--- src/rtl/jedro_1_wb_arbiter_if.sv ---
// Register-file write-back bus between the ALU/LSU requesters and the
// write-back arbiter, including the arbiter's write port C and the
// init-complete flag.
interface jedro_1_wb_arbiter_if #(
   parameter int DATA_WIDTH = 32,
   parameter int ADDR_WIDTH = 5
);

   // ALU write-back request channel
   logic                  alu_valid_i;
   logic [ADDR_WIDTH-1:0] alu_addr_i;
   logic [DATA_WIDTH-1:0] alu_data_i;
   logic                  alu_ready_o;

   // LSU write-back request channel
   logic                  lsu_valid_i;
   logic [ADDR_WIDTH-1:0] lsu_addr_i;
   logic [DATA_WIDTH-1:0] lsu_data_i;
   logic                  lsu_ready_o;

   // Register-file write port C and init status
   logic [ADDR_WIDTH-1:0] wpc_addr_o;
   logic [DATA_WIDTH-1:0] wpc_data_o;
   logic                  wpc_we_o;
   logic                  init_done_o;

   // Arbiter side of the bus
   modport slave (
      input  alu_valid_i,
      input  alu_addr_i,
      input  alu_data_i,
      output alu_ready_o,
      input  lsu_valid_i,
      input  lsu_addr_i,
      input  lsu_data_i,
      output lsu_ready_o,
      output wpc_addr_o,
      output wpc_data_o,
      output wpc_we_o,
      output init_done_o
   );

   // Requester / register-file side of the bus
   modport master (
      output alu_valid_i,
      output alu_addr_i,
      output alu_data_i,
      input  alu_ready_o,
      output lsu_valid_i,
      output lsu_addr_i,
      output lsu_data_i,
      input  lsu_ready_o,
      input  wpc_addr_o,
      input  wpc_data_o,
      input  wpc_we_o,
      input  init_done_o
   );

endinterface : jedro_1_wb_arbiter_if

--- src/rtl/jedro_1_wb_arbiter.sv ---
// Write-back arbiter for the jedro_1 register file.
// After reset it walks addresses 1..NUM_REGS-1 writing zero through port C
// (x0 is hard-wired and never written). It then arbitrates ALU and LSU
// write-back requests onto port C, one write per cycle, alternating grants
// when both request so neither can starve.
module jedro_1_wb_arbiter #(
   parameter int DATA_WIDTH = 32,
   parameter int ADDR_WIDTH = 5
) (
   input logic                 clk_i,
   input logic                 rstn_i,
   jedro_1_wb_arbiter_if.slave bus
);

   localparam int                    NUM_REGS  = 2 ** ADDR_WIDTH;
   localparam logic [ADDR_WIDTH-1:0] ADDR_ZERO = {ADDR_WIDTH{1'b0}};
   localparam logic [ADDR_WIDTH-1:0] ADDR_ONE  = ADDR_WIDTH'(1);
   localparam logic [ADDR_WIDTH-1:0] ADDR_LAST = ADDR_WIDTH'(NUM_REGS - 1);
   localparam logic [DATA_WIDTH-1:0] DATA_ZERO = {DATA_WIDTH{1'b0}};

   typedef enum logic {
      ST_INIT = 1'b0,
      ST_RUN  = 1'b1
   } state_t;

   state_t                state_r;
   state_t                state_nxt_s;
   logic [ADDR_WIDTH-1:0] cnt_r;
   logic [ADDR_WIDTH-1:0] cnt_nxt_s;
   // 1'b0 = ALU granted most recently, 1'b1 = LSU granted most recently
   logic                  last_lsu_r;
   logic                  last_lsu_nxt_s;

   logic [ADDR_WIDTH-1:0] wpc_addr_r;
   logic [ADDR_WIDTH-1:0] wpc_addr_nxt_s;
   logic [DATA_WIDTH-1:0] wpc_data_r;
   logic [DATA_WIDTH-1:0] wpc_data_nxt_s;
   logic                  wpc_we_r;
   logic                  wpc_we_nxt_s;
   logic                  init_done_r;
   logic                  init_done_nxt_s;

   logic                  grant_alu_s;
   logic                  grant_lsu_s;

   // Combinational grant: only in RUN, only to a valid requester, and on
   // contention to whichever side did not win last time.
   always_comb begin
      grant_alu_s = 1'b0;
      grant_lsu_s = 1'b0;
      if (state_r == ST_RUN) begin
         if (bus.alu_valid_i && bus.lsu_valid_i) begin
            if (last_lsu_r) begin
               grant_alu_s = 1'b1;
            end else begin
               grant_lsu_s = 1'b1;
            end
         end else begin
            grant_alu_s = bus.alu_valid_i;
            grant_lsu_s = bus.lsu_valid_i;
         end
      end else begin
         grant_alu_s = 1'b0;
         grant_lsu_s = 1'b0;
      end
   end

   // A grant implies the requester is valid, so a grant is a transfer.
   assign bus.alu_ready_o = grant_alu_s;
   assign bus.lsu_ready_o = grant_lsu_s;

   // Next-state and next-output logic for the INIT sweep and RUN arbitration.
   always_comb begin
      state_nxt_s     = state_r;
      cnt_nxt_s       = cnt_r;
      last_lsu_nxt_s  = last_lsu_r;
      wpc_addr_nxt_s  = wpc_addr_r;
      wpc_data_nxt_s  = wpc_data_r;
      wpc_we_nxt_s    = 1'b0;
      init_done_nxt_s = init_done_r;

      case (state_r)
         ST_INIT: begin
            // Clear one register per cycle, x1 upwards.
            wpc_we_nxt_s   = 1'b1;
            wpc_addr_nxt_s = cnt_r;
            wpc_data_nxt_s = DATA_ZERO;
            cnt_nxt_s      = cnt_r + ADDR_ONE;
            if (cnt_r == ADDR_LAST) begin
               state_nxt_s     = ST_RUN;
               init_done_nxt_s = 1'b1;
            end else begin
               state_nxt_s     = ST_INIT;
               init_done_nxt_s = 1'b0;
            end
         end

         ST_RUN: begin
            state_nxt_s = ST_RUN;
            if (grant_alu_s) begin
               wpc_addr_nxt_s = bus.alu_addr_i;
               wpc_data_nxt_s = bus.alu_data_i;
               // Writes to x0 are accepted but never reach the register file.
               wpc_we_nxt_s   = (bus.alu_addr_i != ADDR_ZERO);
               last_lsu_nxt_s = 1'b0;
            end else if (grant_lsu_s) begin
               wpc_addr_nxt_s = bus.lsu_addr_i;
               wpc_data_nxt_s = bus.lsu_data_i;
               wpc_we_nxt_s   = (bus.lsu_addr_i != ADDR_ZERO);
               last_lsu_nxt_s = 1'b1;
            end else begin
               // Idle cycle: address and data hold, enable drops.
               wpc_we_nxt_s = 1'b0;
            end
         end

         default: begin
            state_nxt_s     = ST_INIT;
            cnt_nxt_s       = ADDR_ONE;
            last_lsu_nxt_s  = 1'b0;
            wpc_addr_nxt_s  = ADDR_ZERO;
            wpc_data_nxt_s  = DATA_ZERO;
            wpc_we_nxt_s    = 1'b0;
            init_done_nxt_s = 1'b0;
         end
      endcase
   end

   // FSM state register.
   always_ff @(posedge clk_i or negedge rstn_i) begin
      if (!rstn_i) begin
         state_r <= ST_INIT;
      end else begin
         state_r <= state_nxt_s;
      end
   end

   // Init counter, grant pointer and registered port C / status outputs.
   always_ff @(posedge clk_i or negedge rstn_i) begin
      if (!rstn_i) begin
         cnt_r       <= ADDR_ONE;
         last_lsu_r  <= 1'b0;
         wpc_addr_r  <= ADDR_ZERO;
         wpc_data_r  <= DATA_ZERO;
         wpc_we_r    <= 1'b0;
         init_done_r <= 1'b0;
      end else begin
         cnt_r       <= cnt_nxt_s;
         last_lsu_r  <= last_lsu_nxt_s;
         wpc_addr_r  <= wpc_addr_nxt_s;
         wpc_data_r  <= wpc_data_nxt_s;
         wpc_we_r    <= wpc_we_nxt_s;
         init_done_r <= init_done_nxt_s;
      end
   end

   assign bus.wpc_addr_o  = wpc_addr_r;
   assign bus.wpc_data_o  = wpc_data_r;
   assign bus.wpc_we_o    = wpc_we_r;
   assign bus.init_done_o = init_done_r;

endmodule : jedro_1_wb_arbiter

--- src/flat_wrapper.sv ---
// flat-port wrapper written by rule: the top's interface ports become plain ports
module jedro_1_wb_arbiter_flat 
#(
   parameter int DATA_WIDTH = 32,
   parameter int ADDR_WIDTH = 5
)
  (clk_i, rstn_i, bus_alu_valid_i, bus_alu_addr_i, bus_alu_data_i, bus_alu_ready_o, bus_lsu_valid_i, bus_lsu_addr_i, bus_lsu_data_i, bus_lsu_ready_o, bus_wpc_addr_o, bus_wpc_data_o, bus_wpc_we_o, bus_init_done_o);
  jedro_1_wb_arbiter_if #(.DATA_WIDTH(DATA_WIDTH), .ADDR_WIDTH(ADDR_WIDTH)) bus_i ();
  input logic clk_i;
  input logic rstn_i;
  input wire logic [$bits(bus_i.alu_valid_i)-1:0] bus_alu_valid_i;
  input wire logic [$bits(bus_i.alu_addr_i)-1:0] bus_alu_addr_i;
  input wire logic [$bits(bus_i.alu_data_i)-1:0] bus_alu_data_i;
  output wire logic [$bits(bus_i.alu_ready_o)-1:0] bus_alu_ready_o;
  input wire logic [$bits(bus_i.lsu_valid_i)-1:0] bus_lsu_valid_i;
  input wire logic [$bits(bus_i.lsu_addr_i)-1:0] bus_lsu_addr_i;
  input wire logic [$bits(bus_i.lsu_data_i)-1:0] bus_lsu_data_i;
  output wire logic [$bits(bus_i.lsu_ready_o)-1:0] bus_lsu_ready_o;
  output wire logic [$bits(bus_i.wpc_addr_o)-1:0] bus_wpc_addr_o;
  output wire logic [$bits(bus_i.wpc_data_o)-1:0] bus_wpc_data_o;
  output wire logic [$bits(bus_i.wpc_we_o)-1:0] bus_wpc_we_o;
  output wire logic [$bits(bus_i.init_done_o)-1:0] bus_init_done_o;
  assign bus_i.alu_valid_i = bus_alu_valid_i;
  assign bus_i.alu_addr_i = bus_alu_addr_i;
  assign bus_i.alu_data_i = bus_alu_data_i;
  assign bus_alu_ready_o = bus_i.alu_ready_o;
  assign bus_i.lsu_valid_i = bus_lsu_valid_i;
  assign bus_i.lsu_addr_i = bus_lsu_addr_i;
  assign bus_i.lsu_data_i = bus_lsu_data_i;
  assign bus_lsu_ready_o = bus_i.lsu_ready_o;
  assign bus_wpc_addr_o = bus_i.wpc_addr_o;
  assign bus_wpc_data_o = bus_i.wpc_data_o;
  assign bus_wpc_we_o = bus_i.wpc_we_o;
  assign bus_init_done_o = bus_i.init_done_o;
  jedro_1_wb_arbiter #(.DATA_WIDTH(DATA_WIDTH), .ADDR_WIDTH(ADDR_WIDTH)) u_core (.clk_i(clk_i), .rstn_i(rstn_i), .bus(bus_i));
endmodule
--- config.mk ---
export PLATFORM = sky130hd
export DESIGN_NAME = jedro_1_wb_arbiter_flat
export DESIGN_NICKNAME = d
export VERILOG_FILES = /design/src/rtl/jedro_1_wb_arbiter_if.sv /design/src/rtl/jedro_1_wb_arbiter.sv /design/src/flat_wrapper.sv
export SDC_FILE = /design/constraint.sdc
export NUM_CORES = 1
export LEC_CHECK = 0
export ABC_CLOCK_PERIOD_IN_PS = 2200
export BUFFER_PORTS_ARGS = -buffer_cell sky130_fd_sc_hd__buf_2
export CAP_MARGIN = 0
export CORE_ASPECT_RATIO = 0.75
export CORE_MARGIN = 5
export CORE_UTILIZATION = 44
export DETAILED_ROUTE_END_ITERATION = 8
export MAX_ROUTING_LAYER = met4
export PLACE_DENSITY = 0.89
export SLEW_MARGIN = 5
export SYNTH_ARGS = -nofsm -noshare
export SYNTH_HDL_FRONTEND = slang
export SYNTH_SLANG_ARGS = --single-unit
--- constraint.sdc ---
create_clock -name clk_i -period 2.2 [get_ports clk_i]
set_clock_uncertainty 0.2 [all_clocks]
set_input_delay 0.44 -clock clk_i [delete_from_list [all_inputs] [get_ports clk_i]]
set_output_delay 0.44 -clock clk_i [all_outputs]
set_load 0.01 [all_outputs]
---- After elaboration in Yosys (flattened, before gate mapping) ----
Index checks and enable logic that the tools add are counted.
storage, ports and cells
  register bits ........................... 46
  input port bits ......................... 78
  output and inout port bits .............. 41
  word-level logic and storage cells ...... 35
cells by class
  add/sub/neg operators ................... 1
  eq/ne operators ......................... 2
  mux-type cells .......................... 19
  bitwise logic cells ..................... 1
  reductions and logical operators ........ 5
operator list
  kind                 count
  $mux 32              2
  $pmux 32 s2          1
  $mux 1               11
  $mux 5               2
  $pmux 5 s2           1
  $reduce_bool 5->1    2
  $add 5x1->5 const B  1
  $eq 5x5->1 const B   1
  $pmux 1 s2           2
  $ne 3x3->1 const B   1
  $reduce_and 2->1     1
  $reduce_bool 2->1    1
  $logic_and 1x1->1    1
  $not 1->1            1

---- Logic depth before layout (Yosys ltp) ----
  depth after elaboration ................. 6
  depth in mapped cells ................... 6
  depth with buffers taken out ............ 4

---- Worst setup path before layout ----
OpenSTA, ideal clock, no wires.
  kind .................................... input-to-output
  start point ............................. input bus_alu_valid_i
  end point ............................... output bus_alu_ready_o
  arrival time ............................ 1.065 ns
  data required time ...................... 1.560 ns
  slack ................................... 0.495 ns
  stages on the path ...................... 4
  path buffers ............................ 3
  cell sequence ........................... buf_2 and3_4 buf_6 buf_6
on the way
  longest elaborated chain between the ends .. 3
ends and longest elaborated chain
  element             line                      text
  start: declaration  flat_wrapper.sv:11        input wire logic [$bits(bus_i.alu_valid_i)-1:0] bus_alu_valid_i;
  $logic_and 1x1->1   jedro_1_wb_arbiter.sv:52  if (bus.alu_valid_i && bus.lsu_valid_i) begin
  $mux 1 *            jedro_1_wb_arbiter.sv:52
  $mux 1 *            jedro_1_wb_arbiter.sv:51  if (state_r == ST_RUN) begin
  end: declaration    flat_wrapper.sv:14        output wire logic [$bits(bus_i.alu_ready_o)-1:0] bus_alu_ready_o;
Every way passes the cells marked *; elsewhere a longest branch is shown, timed or not.

---- Worst setup path after layout ----
  start point ............................. register u_core.last_lsu_r
  end point ............................... output bus_alu_ready_o
on the way
  longest elaborated chain between the ends .. 3
ends and longest elaborated chain
  element                   line                       text
  start: declaration        jedro_1_wb_arbiter.sv:31   logic last_lsu_r;
  start signal: assignment  jedro_1_wb_arbiter.sv:149  last_lsu_r <= last_lsu_nxt_s;
  $mux 1                    jedro_1_wb_arbiter.sv:53   if (last_lsu_r) begin
  $mux 1                    jedro_1_wb_arbiter.sv:52
  $mux 1                    jedro_1_wb_arbiter.sv:51
No other way between the ends.

==> results <==
- Setup violations remaining at the end of the flow were counted as 0.
- The completed layout was analyzed and its total power is 1.92 mW.
- At the pin with the least slew margin, the transition time is 560 ps.
- The clock drives 46 sinks.
- In this run the core area contains 22 standard-cell rows.
- The synthesized netlist net count is 284.
- The yosys synthesis warning count is 0.
- The final hold violation count came to 0.
- The clock tree root buffer cell is clkbuf_8.
- TritonCTS created 5 clock buffers.
- The tightest min-delay check is of the primary input to flip-flop type.
- The count of port buffers added during placement is 118.
- The pin count of the biggest net entering global routing is 25.
- The final-report max-slew violation count is 0.
- The slack of the worst reg-to-reg path is 500 ps.
- The run finished with clean final reports.
- The overall track demand over capacity in global routing is 0.174.
- The portion of the clock cycle consumed by the worst path in the final layout is 0.865.
- In the synthesized netlist the dominant register cell turns out to be dfrtp_1.
- The insertion delay to the later sink of the worst-skew pair is 280 ps.
- The initial utilization of the core area, before any placement, comes to 0.452.
- By startpoint and endpoint, the worst setup path is classified as flip-flop to output port.
- Of the synthesized area, sequential elements account for 0.526.
- The largest fanout of any net on the critical path is 5.
- The first global-routing pass estimated 9150 um of wire.
- The number of antenna diodes in the final layout is 0.
- The setup slack at placement is 360 ps.
- Fill cells in the final layout number 436.
- Static timing analysis puts the maximum clock frequency at 525 MHz.
- The post-CTS setup buffer count is 0.
- The post-route setup TNS is 0 ps.
- The via count is 1,912.
- In the post-synthesis netlist, the biggest area contributors are dfrtp_1 (51%), mux2i_1 (16%), o21ai_1 (7.1%), nand2_1 (6.2%), buf_6 (2.1%).
- In this run the critical register-to-register path is captured at u_core.cnt_r[4].
- The fraction of layout cells with a size suffix above 1 is 0.436.
- The post-route cell area is 2960 um2.
- The area share of the largest cell type after synthesis is 0.514.
- The finished layout holds 386 standard cells, fillers aside.
- The maximum level of the CTS H-tree is 2.
- The clock-pin slew of the registers on the worst-case setup and hold paths is 80 ps.
- The core footprint is 4840 um2.
- No sink is reached through more buffers than the 2 on the longest clock path.
- Summed over all cells, the static leakage comes to 1.51 nW.
- The synthesized design contains 0 enable-type register cells.
- On the worst path, the slowest cell contributes a delay of 410 ps.
- Hold timing on the final database bottoms out at a slack of 217 ps.
- The number of iterations in the first detailed-routing pass is 4.
- The count of nets left with antenna violations once routing finished came out at 0.
- Once the clock tree was built, the resizer swapped 0 gates to a different size.
- The total power per unit cell area is 648 nW/um2.
- Once detailed placement completed, the half-perimeter wirelength came to 4440 um.
- Compared with the post-synthesis result, the final layout area differs by 35.1%.
- The signal on the critical path passes through nand2b_2 -> and3_4 -> buf_2.
- The critical path endpoint category is an output port.
- The cell depth of the worst flop-to-flop path is 4.
- The worst-case headroom to the max-slew limit is 0.627.
- The number of synthesized register bits is 46.
- Setup repair after global routing left no endpoint under its margin.
- The post-place instance area is 2860 um2.
- The hold path depth is 3.
- Counting distinct cell types in the post-synthesis netlist gives 28.
- The number of instances in the synthesized netlist is 204.
- The post-detailed-route wirelength per cell is 14.2 um.
- The commonest cells after synthesis are dfrtp_1 (45), mux2i_1 (36), nand2_1 (36).
- STA puts the critical path data required time at 1560 ps.
- In the routed design, unresolved DRC markers number 0.
- The initial antenna violation count came to 0.
- Summed over all layers, the global routing overflow is 0.
- The height of the die is 71.1 um.
- The via count of the first global-routing pass is 2,011.
- The total of max-cap violations is 0.
- The most common cell in the synthesized netlist is dfrtp_1.
- The die boundary width is 91.5 um.
- The top-level I/O count is 119.
- The number of buffers inserted for hold repair after clock tree synthesis is 1.
- The startpoint of the tightest hold check path is bus_lsu_data_i[22].
- The average size of a mapped cell is 10.7 um2.
- The endpoint of the worst hold-timing path is u_core.bus.wpc_data_o[22].
- The die covers 6500 um2.
- The instance count after placement with tap cells included is 377.
- The kind of cell adding the most delay to the critical path is simple AND/OR/NAND/NOR gates.
- Wires add up to 5470 um.
- The proportion of synthesized flip-flops having asynchronous set or reset is 1.00.
- The TritonCTS clock tree is yes.
- STA classifies the critical path startpoint as a flip-flop.
- The library cell contributing the largest single delay on the critical path is dfrtp_1.
- The worst-case setup margin in the final layout is 296 ps.
- The share of the core filled with cells is 0.611.
- The routability congestion estimate from global placement is 0.782.
- Dividing the detail-routed via count by the number of cells gives 4.95.
- The highest ir drop seen on vdd is 0.460 mV.
- The launch instance of the worst register-to-register path is u_core.cnt_r[0].
- The number of design-rule violations left by the first detailed-router iteration is 83.
- The final critical path time including I/O delays and setup is 1900 ps.
- The mapped netlist covers 2190 um2.
- At the end of the flow, the number of nets in the layout was 405.
- The synthesized design spends more area on one cell type than any other, namely dfrtp_1.
- Together, buffers and inverters on the worst path number 1.
- The arrival time at the worst endpoint is 1260 ps.
## worst min-delay path, stage by stage
cell and delay [ps]:
buf_2 70, mux2i_1 50, o21ai_1 100
## flip-flops by register name, indices dropped and copies added, names as in the netlist
name,count
u_core.bus.wpc_data_o,32
u_core.last_lsu_r,1
u_core.bus.init_done_o,1
u_core.cnt_r,5
u_core.bus.wpc_addr_o,5
u_core.state_r,1
u_core.bus.wpc_we_o,1
## cells by family (layout without fill, tap and decap cells)
logic type	Yosys count	count (layout)	synth area share
buffers and inverters	13	135	0.0400
AO/OA/AOI/OAI	47	47	0.111
AND/OR/NAND/NOR	54	54	0.119
flip-flops	46	46	0.526
XOR/XNOR	3	3	0.0120
adder cells (fa/ha/maj)	2	2	0.0114
multiplexers	39	39	0.180
## power breakdown
part / internal [mW] / total [mW] / switching (mW)
Clock: 0.254 / 0.520 / 0.266
Sequential: 0.927 / 0.970 / 0.0424
Combinational: 0.205 / 0.426 / 0.221
Total: 1.39 / 1.92 / 0.530
## layout by cell type, fill, tap and decap left out
master           n
and3_4           1
dlygate4sd3_1    1
ha_1             2
mux2_2           3
a31oi_1          1
o21ai_0          6
clkbuf_8         6
clkinv_2         1
a22o_1           1
nor3b_4          1
nor2b_1          4
xnor2_1          3
nor2_1           3
nand2b_1         1
or4_1            2
buf_4            6
mux2i_1         36
or2_2            1
clkbuf_1         1
a21oi_1          7
nand3_1          2
buf_2          118
o21ai_2          1
dfrtp_1         45
dfstp_2          1
nand2_1         36
nand2b_2         1
buf_12           2
o221ai_1         1
and3_1           2
o21ai_1         30
## area by class of cell
class,instances,area (um2),area share
multi-input combinational,145,953,0.322
clock buffer,7,86.3,0.0292
tap,60,75.1,0.0254
timing repair buffer,127,686,0.232
sequential,46,1150,0.390
clock inverter,1,5.00,0.00169
## worst max-delay path by stage
stage | startpoint | to | slack (ps) | depth (start not counted)
finish | u_core.last_lsu_r | bus_alu_ready_o | 300 | 3
global route | u_core.last_lsu_r | bus_alu_ready_o | 230 | 3
CTS | u_core.last_lsu_r | bus_alu_ready_o | 280 | 3
detailed placement | bus_lsu_valid_i | u_core.bus.wpc_data_o[17] | 360 | 6
global placement | bus_lsu_valid_i | u_core.bus.wpc_data_o[30] | 420 | 6
floorplan | bus_alu_valid_i | bus_alu_ready_o | 500 | 4
## layer usage
| layer | part of all wire | vias to the layer above | GRT usage |
|---|---|---|---|
| met4 | 0 | 0 | 0.0147 |
| met5 | 0 | - | - |
| met2 | 0.46 | 77 | 0.280 |
| met3 | 0.11 | 0 | 0.0595 |
| li1 | - | 955 | - |
| met1 | 0.43 | 880 | 0.223 |
No activity file was read; power rests on OpenSTA's default activity.
